## config.mk

```make
export PLATFORM = sky130hd
export DESIGN_NAME = mem_port_arbiter
export DESIGN_NICKNAME = d
export VERILOG_FILES = /design/src/rtl/mem_port_arbiter.sv
export SDC_FILE = /design/constraint.sdc
export NUM_CORES = 1
export LEC_CHECK = 0
export CAP_MARGIN = 5
export CORE_AREA = 4 4 117 119
export CTS_CLUSTER_SIZE = 28
export DETAILED_ROUTE_END_ITERATION = 10
export DIE_AREA = 0 0 121 123
export GPL_TIMING_DRIVEN = 0
export PLACE_DENSITY_LB_ADDON = 0.08
export SYNTH_ARGS = -nofsm -noshare
export SYNTH_HDL_FRONTEND = slang
export SYNTH_SLANG_ARGS = --single-unit
```

## constraint.sdc

```tcl
create_clock -name CLK -period 2.5 [get_ports CLK]
set_clock_uncertainty 0.2 [all_clocks]
set_input_delay 0.5 -clock CLK [delete_from_list [all_inputs] [get_ports CLK]]
set_output_delay 0.5 -clock CLK [all_outputs]
set_load 0.03 [all_outputs]
```

## src/rtl/mem_port_arbiter.sv

```systemverilog
// mem_port_arbiter: shares OTTER memory port 2 between the CPU LSU and crypto DMA.
// Fixed CPU priority, with the DMA forced ahead after STARVE_LIMIT CPU grants.
module mem_port_arbiter #(
  parameter int STARVE_LIMIT = 4,
  parameter int CNT_W        = 4
) (
  input  logic        CLK,
  input  logic        RST_N,
  input  logic        CPU_REQ,
  input  logic        CPU_WE,
  input  logic [31:0] CPU_ADDR,
  input  logic [31:0] CPU_DIN,
  input  logic [1:0]  CPU_SIZE,
  input  logic        CPU_SIGN,
  output logic        CPU_GNT,
  output logic        CPU_RVALID,
  output logic [31:0] CPU_RDATA,
  input  logic        DMA_REQ,
  input  logic        DMA_WE,
  input  logic [31:0] DMA_ADDR,
  input  logic [31:0] DMA_DIN,
  input  logic [1:0]  DMA_SIZE,
  input  logic        DMA_SIGN,
  output logic        DMA_GNT,
  output logic        DMA_RVALID,
  output logic [31:0] DMA_RDATA,
  output logic [31:0] MEM_ADDR2,
  output logic [31:0] MEM_DIN2,
  output logic        MEM_WRITE2,
  output logic        MEM_READ2,
  output logic [1:0]  MEM_SIZE,
  output logic        MEM_SIGN,
  input  logic [31:0] MEM_DOUT2,
  output logic        BUSY
);

  typedef enum logic {
    IDLE    = 1'b0,
    RD_WAIT = 1'b1
  } state_t;

  localparam logic [CNT_W-1:0] LIMIT = CNT_W'(STARVE_LIMIT);

  state_t           state;
  logic [CNT_W-1:0] cnt;
  logic             own_dma;
  logic [31:0]      lat_addr;
  logic [1:0]       lat_size;
  logic             lat_sign;

  logic        idle;
  logic        dma_win;
  logic        cpu_win;
  logic        any_win;
  logic        win_we;
  logic [31:0] win_addr;
  logic [31:0] win_din;
  logic [1:0]  win_size;
  logic        win_sign;

  assign idle    = (state == IDLE);
  assign dma_win = idle && DMA_REQ
                   && (!CPU_REQ || cnt == LIMIT);
  assign cpu_win = idle && CPU_REQ && !dma_win;
  assign any_win = dma_win || cpu_win;

  always_comb begin
    win_we   = 1'b0;
    win_addr = '0;
    win_din  = '0;
    win_size = '0;
    win_sign = 1'b0;
    unique case (1'b1)
      dma_win: begin
        win_we   = DMA_WE;
        win_addr = DMA_ADDR;
        win_din  = DMA_DIN;
        win_size = DMA_SIZE;
        win_sign = DMA_SIGN;
      end
      cpu_win: begin
        win_we   = CPU_WE;
        win_addr = CPU_ADDR;
        win_din  = CPU_DIN;
        win_size = CPU_SIZE;
        win_sign = CPU_SIGN;
      end
      default: ;
    endcase
  end

  always_ff @(posedge CLK or negedge RST_N) begin
    if (!RST_N) begin
      state    <= IDLE;
      cnt      <= '0;
      own_dma  <= 1'b0;
      lat_addr <= '0;
      lat_size <= '0;
      lat_sign <= 1'b0;
    end else begin
      unique case (state)
        IDLE: begin
          // cpu_win is the only way to get here with DMA_REQ high
          if (!DMA_REQ || dma_win)
            cnt <= '0;
          else if (cnt != LIMIT)
            cnt <= cnt + 1'b1;
          if (any_win && !win_we) begin
            state    <= RD_WAIT;
            own_dma  <= dma_win;
            lat_addr <= win_addr;
            lat_size <= win_size;
            lat_sign <= win_sign;
          end
        end
        RD_WAIT: state <= IDLE;
        default: state <= IDLE;
      endcase
    end
  end

  // reset gating keeps every output at 0 while RST_N is low
  always_comb begin
    CPU_GNT    = 1'b0;
    CPU_RVALID = 1'b0;
    CPU_RDATA  = '0;
    DMA_GNT    = 1'b0;
    DMA_RVALID = 1'b0;
    DMA_RDATA  = '0;
    MEM_ADDR2  = '0;
    MEM_DIN2   = '0;
    MEM_WRITE2 = 1'b0;
    MEM_READ2  = 1'b0;
    MEM_SIZE   = '0;
    MEM_SIGN   = 1'b0;
    BUSY       = 1'b0;
    if (RST_N) begin
      unique case (state)
        IDLE: begin
          if (any_win) begin
            CPU_GNT    = cpu_win;
            DMA_GNT    = dma_win;
            MEM_ADDR2  = win_addr;
            MEM_DIN2   = win_din;
            MEM_SIZE   = win_size;
            MEM_SIGN   = win_sign;
            MEM_WRITE2 = win_we;
            MEM_READ2  = !win_we;
          end
        end
        RD_WAIT: begin
          BUSY      = 1'b1;
          MEM_ADDR2 = lat_addr;
          MEM_SIZE  = lat_size;
          MEM_SIGN  = lat_sign;
          if (own_dma) begin
            DMA_RVALID = 1'b1;
            DMA_RDATA  = MEM_DOUT2;
          end else begin
            CPU_RVALID = 1'b1;
            CPU_RDATA  = MEM_DOUT2;
          end
        end
        default: ;
      endcase
    end
  end

endmodule

```

==> out/qor.txt <==
Status -> finished with violations
Failing checks -> negative setup slack
Avg Inst Size Synth -> 8.55 um2
Largest net degree at the start of global routing -> 17
Clk_lat worst skew -> 280 ps
H-tree Lvls -> 2
Yosys top cell area share -> 0.318
P_sw -> 0.00105 W
Critical path class -> reg -> out
Max cap viols -> 0
Initial core utilization -> 0.257
Commonest cells after routing, fill and taps aside -> 168 x clkdlybuf4s50_1, 104 x buf_6, 59 x and2_1
Detailed Route Iter0 Violations -> 104
Worst-path clk slew -> 60 ps
Final hold violations -> 0
Port Buf Inserts -> 309
Worst setup startpoint -> cnt[1]
Comb pwr share -> 0.469
Relative slew slack -> 0.627
Vias per std cell -> 4.65
Reg-to-reg slack, setup -> 340 ps
Yosys warns -> 0
Wirelength per Cell -> 18.3 um
DR vias -> 4,304
Die ar. -> 14,900 um2
Clock Tree Buf Depth -> 2
Grt ovf -> 0
Total CTS buffers -> 5
Vias in the first global route -> 4,378
FP Rows -> 41
Sequential group share of total power -> 0.273
Multi-input logic area -> 2210 um2
Area grow syn2layout -> 137%
Worst slew pin tran -> 558 ps
Sink Count -> 41
Routability cong. -> 0.865
Worst vdd ir -> 0.347 mV
Synth area leader -> dfrtp_1
Req. time, crit path -> 1800 ps
Final WL -> 16,900 um
Io pins -> 310
Netlist cell types -> 34
Leading post-synthesis cells by cell area -> dfrtp_1 32%, and2_1 13%, mux2i_1 11%, a22o_1 9.5%, a22oi_1 7.9%
Switch share -> 0.328
Post-DP HPWL -> 12,400 um
Pwr/cell area -> 418 nW/um2
R2R Path Start -> cnt[1]
First-pass GRT wire length -> 24,700 um
Total iterations of the first detailed-routing run -> 4
Root buffer cell -> clkbuf_16
Final period util -> 1.13
Mapped cell area -> 3230 um2
Synth Net Count -> 552
Synth Instances -> 378
Min-Delay Path Class -> in -> async
Initial antenna violation count -> 1
Int Power -> 0.00215 W
Worst path arrival time -> 2120 ps
Tmin final -> 2820 ps
Synth Register Bits -> 41
Final setup violation count -> 70
CTS tree -> done
Die X -> 121 um
Place WS -> -1280 ps
CP Launch Type -> flip-flop
Slew Limit Fails -> 0
Commonest non-fill, non-tap cell in the layout -> clkdlybuf4s50_1
Final ANT Viol Nets -> 0
P_leak -> 3.64 nW
Share of cells above drive strength 1 -> 0.411
Filler cells -> 1,110
Critical Path Sink Type -> output port
Max Clk Rate -> 354 MHz
Clock Power Share -> 0.258
Core area -> 12,600 um2
Nets -> 925
DRC -> 0
Final worst-path setup slack -> -324 ps
Critical path peak fanout -> 7
Total Power -> 0.00320 W
Gr usage total -> 0.210
Register area -> 1030 um2
Die height -> 123 um
RSZ-0062 raised after global routing -> true
Seq/Total Area, Yosys -> 0.318
-- metal layers --
metal  GRT usage  vias to the layer above  wire length [um]
met4      0.0439                        0               283
li1            -                     2066                 -
met2       0.391                      178              8940
met3      0.0567                       17              1470
met5           0                        -                 0
met1       0.242                     2043              6200
-- through the flow --
step           area [um2]   util  cells  TNS [ps]  hold WS [ps]
2_1_floorplan        3340      -    378     -24.2          4.41
3_3_place_gp         6650  0.529    859   -387470           283
3_5_place_dp         6660  0.530    860   -142120           217
4_1_cts              7450  0.593    900    -14950          9.57
5_1_grt              7660  0.610    925    -23040          17.2
6_report             7660  0.610    925    -16500          16.8
-- cells in the mapped netlist, drive strengths merged --
library cell  instances
nand4b                1
o21ba                 1
or3                   2
nor2                  1
and3                  2
ha                    2
a2bb2oi               1
nand3b                1
nand2                36
a211oi                1
dfrtp                41
buf                  20
a21oi                 2
a21o                  2
a221oi                1
o22ai                 1
and2b                 1
a22o                 35
and2                 65
inv                  39
a22oi                34
nor4b                 1
o211ai                1
nand3                 3
mux2i                34
nand2b                1
mux2                  1
o21ai                37
clkbuf               11
-- area by class of cell --
| class | count | share of cell area |
|---|---|---|
| Antenna cell | 1 | 0.000327 |
| Buffer | 31 | 0.0431 |
| Clock buffer | 5 | 0.0163 |
| Clock inverter | 3 | 0.00849 |
| Inverter | 39 | 0.0191 |
| Multi-Input combinational cell | 267 | 0.288 |
| Sequential cell | 41 | 0.134 |
| Tap cell | 172 | 0.0281 |
| Timing Repair Buffer | 366 | 0.462 |
-- power by group through the flow --
| stage | Clock, W | Sequential, W | Combinational [W] |
|---|---|---|---|
| after global placement | 0 | 0.000876 | 0.00125 |
| final | 0.000828 | 0.000874 | 0.00150 |
| after global routing | 0.000870 | 0.000889 | 0.00160 |
| after floorplan | 0 | 0.000864 | 0.000653 |
| after CTS | 0.000843 | 0.000871 | 0.00143 |
| after detailed placement | 0 | 0.000883 | 0.00127 |
-- worst max-delay path, stage by stage (launching register included) --
cell and delay (ps):
dfrtp_1 400, inv_2 80, ha_4 120, nand3b_1 210
a21oi_4 300, buf_8 190, clkbuf_16 160, a22oi_2 70
o21ai_2 150, buf_6 150
-- repair_timing --
action	CTS	global route
setup endpoints to repair	138	128
setup buffers	25	20
resized for setup	797	87
cloned	5	5
hold endpoints to repair	14	0
pin swaps	37	24
hold buffers	2	0
-- logic make-up (layout without fill, tap and decap cells) --
logic type               after synthesis  after routing  share of synthesized area
multiplexers                          35             35                      0.109
other                                  0              1                          0
AO/OA/AOI/OAI                        116            116                      0.263
flip-flops                            41             41                      0.318
adder cells (fa/ha/maj)                2              2                    0.00774
buffers and inverters                 70            444                      0.109
AND/OR/NAND/NOR                      114            114                      0.194
-- path summary, 6_finish.rpt --
| path | to | cells after the start |
|---|---|---|
| worst max-delay path | MEM_ADDR2[23] | 9 |
| worst min-delay path | lat_addr[30] | 3 |
| worst max register to register | own_dma | 10 |
| worst min register to register | lat_addr[30] | 1 |
| max in group asynchronous | lat_addr[5] | 3 |
| min in group CLK | lat_addr[30] | 1 |
-- flip-flops by register name (all words and copies together) (netlist names) --
name / flops
cnt: 4
lat_sign: 1
state: 1
lat_addr: 32
lat_size: 2
own_dma: 1
No activity file was read; power rests on OpenSTA's default activity.
